File: src/rtl/planificador_salida.sv
// Weighted round-robin egress scheduler: pops four blue FIFOs onto one
// registered valid/ready output, giving each port up to peso+1 back-to-back grants.
module planificador_salida #(
    parameter int DATA_W = 12,
    parameter int W_BITS = 2
) (
    input  logic                  clk,
    input  logic                  reset,
    input  logic                  Enable,
    input  logic [3:0]            FIFO_empty,
    input  logic [DATA_W-1:0]     data_in_p0,
    input  logic [DATA_W-1:0]     data_in_p1,
    input  logic [DATA_W-1:0]     data_in_p2,
    input  logic [DATA_W-1:0]     data_in_p3,
    input  logic [4*W_BITS-1:0]   pesos,
    input  logic                  load_pesos,
    input  logic                  out_ready,
    output logic [3:0]            Pop,
    output logic [DATA_W-1:0]     data_out,
    output logic                  valid_out,
    output logic [1:0]            port_out,
    output logic                  idle
);

    localparam int CW = W_BITS + 1;

    typedef enum logic [0:0] {IDLE = 1'b0, SERVE = 1'b1} state_t;

    state_t               state_r;
    state_t               state_next_s;
    logic [1:0]           ptr_r;
    logic [CW-1:0]        credit_r;
    logic                 fresh_r;
    logic                 pend_r;
    logic [1:0]           pend_port_r;
    logic [4*W_BITS-1:0]  pesos_r;

    logic [1:0]           grant_s;
    logic [1:0]           base_s;
    logic [1:0]           cand_s;
    logic                 switch_s;
    logic                 found_s;
    logic                 any_s;
    logic                 can_issue_s;
    logic                 capture_s;
    logic [DATA_W-1:0]    sel_data_s;
    logic [W_BITS-1:0]    peso_g_s;

    function automatic logic [W_BITS-1:0] peso_of(input logic [4*W_BITS-1:0] w,
                                                   input logic [1:0] p);
        peso_of = w[p*W_BITS +: W_BITS];
    endfunction

    assign any_s    = ~&FIFO_empty;
    assign peso_g_s = peso_of(pesos_r, grant_s);

    // Grant selection: keep the current port while it has credit, else scan onward.
    always_comb begin
        grant_s  = ptr_r;
        switch_s = 1'b0;
        found_s  = 1'b0;
        cand_s   = ptr_r;
        // Right after reset the scan must begin at p0 itself, not at ptr+1.
        base_s   = fresh_r ? (ptr_r - 2'd1) : ptr_r;
        if ((credit_r != {CW{1'b0}}) && !FIFO_empty[ptr_r]) begin
            found_s = 1'b1;
        end else begin
            switch_s = 1'b1;
            for (int i = 1; i <= 4; i++) begin
                cand_s = base_s + 2'(i);
                if (!found_s && !FIFO_empty[cand_s]) begin
                    grant_s = cand_s;
                    found_s = 1'b1;
                end else begin
                    grant_s = grant_s;
                end
            end
        end
    end

    // Pop issue: a pending word must always have a slot to land in next cycle.
    always_comb begin
        can_issue_s = Enable && (state_r == SERVE) && found_s
                      && (!valid_out || out_ready)
                      && !(pend_r && valid_out && !out_ready)
                      && (!pend_r || out_ready);
        capture_s   = pend_r && (!valid_out || out_ready);
        if (can_issue_s) begin
            Pop = 4'b0001 << grant_s;
        end else begin
            Pop = 4'b0000;
        end
    end

    // Source mux for the word popped in the previous cycle.
    always_comb begin
        case (pend_port_r)
            2'd0:    sel_data_s = data_in_p0;
            2'd1:    sel_data_s = data_in_p1;
            2'd2:    sel_data_s = data_in_p2;
            2'd3:    sel_data_s = data_in_p3;
            default: sel_data_s = {DATA_W{1'b0}};
        endcase
    end

    // Next-state logic; Enable=0 freezes the FSM.
    always_comb begin
        state_next_s = state_r;
        case (state_r)
            IDLE: begin
                if (Enable && any_s) state_next_s = SERVE;
                else                 state_next_s = IDLE;
            end
            SERVE: begin
                if (Enable && !any_s && !pend_r && !valid_out) state_next_s = IDLE;
                else                                           state_next_s = SERVE;
            end
            default: state_next_s = IDLE;
        endcase
    end

    // Scheduler state: FSM, pointer, credit, weights and the pending-pop marker.
    always_ff @(posedge clk or posedge reset) begin
        if (reset) begin
            state_r     <= IDLE;
            ptr_r       <= 2'd0;
            credit_r    <= {CW{1'b0}};
            fresh_r     <= 1'b1;
            pend_r      <= 1'b0;
            pend_port_r <= 2'd0;
            pesos_r     <= {(4*W_BITS){1'b0}};
        end else begin
            state_r <= state_next_s;
            if (load_pesos) begin
                pesos_r <= pesos;
            end
            if (can_issue_s) begin
                pend_r      <= 1'b1;
                pend_port_r <= grant_s;
                fresh_r     <= 1'b0;
                // Reload is peso+1, minus the pop made in this same cycle.
                if (switch_s) begin
                    ptr_r    <= grant_s;
                    credit_r <= {1'b0, peso_g_s};
                end else begin
                    credit_r <= credit_r - {{(CW-1){1'b0}}, 1'b1};
                end
            end else if (capture_s) begin
                pend_r <= 1'b0;
            end
        end
    end

    // Output slot: capture the popped word, clear on acceptance, hold while stalled.
    always_ff @(posedge clk or posedge reset) begin
        if (reset) begin
            data_out  <= {DATA_W{1'b0}};
            port_out  <= 2'd0;
            valid_out <= 1'b0;
        end else if (capture_s) begin
            data_out  <= sel_data_s;
            port_out  <= pend_port_r;
            valid_out <= 1'b1;
        end else if (valid_out && out_ready) begin
            valid_out <= 1'b0;
        end
    end

    assign idle = (state_r == IDLE) && !pend_r && !valid_out;

endmodule
File: config.mk
export PLATFORM = sky130hd
export DESIGN_NAME = planificador_salida
export DESIGN_NICKNAME = d
export VERILOG_FILES = /design/src/rtl/planificador_salida.sv
export SDC_FILE = /design/constraint.sdc
export NUM_CORES = 1
export LEC_CHECK = 0
export CORE_MARGIN = 1
export CORE_UTILIZATION = 30
export CTS_CLUSTER_SIZE = 10
export DETAILED_ROUTE_END_ITERATION = 8
export GPL_TIMING_DRIVEN = 0
export SLEW_MARGIN = 20
export SYNTH_ARGS = -nofsm -noshare
export SYNTH_HDL_FRONTEND = slang
export SYNTH_SLANG_ARGS = --single-unit
File: constraint.sdc
create_clock -name clk -period 8.2 [get_ports clk]
set_clock_uncertainty 0.2 [all_clocks]
set_input_delay 1.23 -clock clk [delete_from_list [all_inputs] [get_ports clk]]
set_output_delay 1.23 -clock clk [all_outputs]
set_load 0.01 [all_outputs]
==> impl_metrics.csv <==
group,metric,value,unit
run_status,status,"finished clean",
logic_synthesis,yosysUniqueCellTypes,48,
clock_tree,cts_sinks,33,
sta,period_needed,5802,ps
place,placed_cells,372,
floorplan,ioPinCount,85,
global_routing,grt_busiest_layer,"met2",
global_routing,grtUsageMet2,0.2427,
logic_synthesis,mappedNetlistArea,0.002242,mm²
setup_path,r2r_slack,5160,ps
routing,ant_nets,0,
sta,setup_violations,0,
sta,post-route-period-util,0.7076,
setup_path,cp-startpoint,"FIFO_empty[1]",
global_routing,antenna_found_initial,0,
global_routing,grt_pass1_wl,8.866,mm
worst_hold_path,worstHoldPathType,"flip-flop to flip-flop",
layout,area_growth,47.10,%
worst_hold_path,min_path_cells,2,
floorplan,start_util,0.3091,
setup_path,cpPeakStageDelay,610,ps
floorplan,die_x,88.45,µm
power,peakVddDrop,0.09928,mV
logic_synthesis,synth_largest_area_cell,"dfrtp_1",
logic_synthesis,synth_most_common_cell,"dfrtp_1",
setup_path,r2r_end,"credit_r[1]",
routing,routed_wl,5.750,mm
setup_path,cp-end-kind,"output pin",
sta,fmaxAchievable,172.3,MHz
power,p_leak,1.293,nW
place,io_buffers,83,
setup_path,path_cells,"clkdlybuf4s50_1, mux2i_1, a221oi_1, nand3_1, nor3b_1, nor3_2, mux2i_1, nor3b_1, clkdlybuf4s50_1",
logic_synthesis,synth_common_cells,"dfrtp_1, mux2_2, mux4_2",
setup_path,rr_worst_depth,8,
clock_tree,post-cts-setup-buffers,0,
logic_synthesis,synth_top_area_frac,0.3571,
sta,totalNegativeSetupSlack,0,ps
clock_tree,cts_root_buf,"clkbuf_8",
layout,fin_nets,347,
logic_synthesis,synth_warnings,0,
global_routing,grt_max_degree,34,
sta,slew_headroom,0.4808,
sta,rsz0062_at_grt,"false",
setup_path,crit-reg2reg-launch,"fresh_r",
setup_path,arrival,4370,ps
setup_path,critical_path_class,"primary input to output pin",
global_routing,track_usage,0.1444,
setup_path,cp_slowest_cell,"clkdlybuf4s50_1",
global_routing,use_met3,0.01866,
run,drv_cap,0,
routing,routedWlPerCell,15.13,µm
clock_tree,numCtsBuffers,5,
routing,drc_errors,0,
clock_tree,cts_hold_buf,0,
power,p_per_area,317.3,mW/mm²
logic_synthesis,ys.flop_type,"dfrtp_1",
logic_synthesis,synth-edff-count,0,
logic_synthesis,synthTopCellsByArea,"dfrtp_1, mux4_2, mux2_2, mux2i_1, buf_6",
power,finalPower,1.047,mW
logic_synthesis,async_reset_ff_frac,1.000,
place,place_area,0.003197,mm²
sta,tightest_slew,778.8,ps
routing,num_vias,1861,
clock_tree,clk_latency,290,ps
global_routing,grt_use_met1,0.1956,
worst_hold_path,whs_endpoint,"credit_r[2]",
global_routing,grt-ovfl-total,0,
layout,drive_gt1_frac,0.2135,
layout,design_area,0.003298,mm²
routing,drtIter0Drc,101,
place,place.gp.congestion,0.7950,
floorplan,die_area,0.007823,mm²
clock_tree,clk_path_buf_depth,2,
logic_synthesis,ys_seq_area_frac,0.3689,
routing,avgViaCountPerCell,4.897,
floorplan,fp-row-count,31,
logic_synthesis,syn_nets,257,
floorplan,die_h,88.45,µm
clock_tree,clkTransAtPathRegs,70,ps
logic_synthesis,syn_avg_cell_area,11.80,µm²
setup_path,required,6770,ps
global_routing,grt_pass1_vias,1785,
setup_path,crit_fanout,8,
clock_tree,cts_tree,"done",
routing,dr.pass1.iters,4,
layout,finalNonFillerCells,380,
clock_tree,cts_resized,0,
logic_synthesis,syn_inst,190,
logic_synthesis,ys_ff_latch,33,
layout,insertedDiodeCount,0,
clock_tree,htreeDepth,2,
sta,slew_violations,0,
floorplan,fp.coreArea,0.007253,mm²
sta,hold_violations,0,
place,dp_hpwl,4.448,mm
setup_path,start_kind,"primary input",
worst_hold_path,min_from,"credit_r[2]",
-- per-stage QoR --
step,worst slack (ps),hold WS [ps],utilization
5_1_grt,2069,315.4,0.4547
3_3_place_gp,2400,264.6,0.4407
6_report,2398,287.3,0.4547
2_1_floorplan,3795,248.5,-
4_1_cts,2402,291.5,0.4547
3_5_place_dp,2420,275.4,0.4407
-- cell type report --
cell class	instances	area, µm²
buffer	15	95.09
clock buffer	7	96.34
clock inverter	1	5.005
fill	730	3955
inverter	7	26.28
multi-input combinational	135	1294
sequential	33	827.0
tap	99	123.9
timing repair buffer	83	830.8
-- kinds of logic (layout without fill, tap and decap cells) --
family          after synthesis  after routing  synth area share
simple gates                 52             52            0.1462
buf+inv                      22            113           0.05413
flops                        33             33            0.3689
fa+ha+maj                     2              2           0.01116
mux                          45             45            0.2969
compound gates               35             35            0.1189
xor+xnor                      1              1          0.003907
-- cell usage in the layout (no fill, tap or decap), types with 3 or more instances in the layout --
master	instances
o21ai_0	5
clkdlybuf4s50_1	83
nor4b_1	4
nor2_1	8
a21oi_1	4
nor2b_1	6
buf_2	4
nor3_1	4
mux2_2	22
nand2_1	10
clkbuf_1	6
buf_6	4
mux2i_1	8
inv_1	6
dfrtp_1	32
mux4_2	15
o211ai_1	4
clkbuf_8	7
a211oi_1	3
-- sequential cells by signal, summed over array words and instances, names as in the netlist --
signal / cells
data_out: 12
pesos_r: 8
credit_r: 3
pend_port_r: 2
port_out: 2
ptr_r: 2
fresh_r: 1
pend_r: 1
state_r: 1
valid_out: 1
-- where the power goes --
group,switching (mW),total [mW],internal (mW)
clock network,0.0630,0.139,0.0759
logic,0.301,0.646,0.345
registers,0.0341,0.261,0.227
-- layer usage --
layer,up-vias,routed length (µm)
met5,-,0
met4,0,18
met3,2,288
met2,52,2802
met1,895,2640
li1,912,-
-- worst max path at each step --
stage	to	slack, ps	depth (start not counted)
final	Pop[0]	2400	9
after global placement	Pop[0]	2400	9
after CTS	Pop[3]	2400	9
after detailed placement	Pop[3]	2420	9
after floorplan	Pop[1]	3790	8
after global routing	Pop[0]	2070	9
-- worst max-delay path, delay by kind of cell --
family | cells | cell delay [ps]
muxes | 2 | 510
AOI/OAI and AO/OA | 1 | 580
and+or+nand+nor | 4 | 850
buffers and inverters | 2 | 1200
Power figures use the tool's default switching activity.
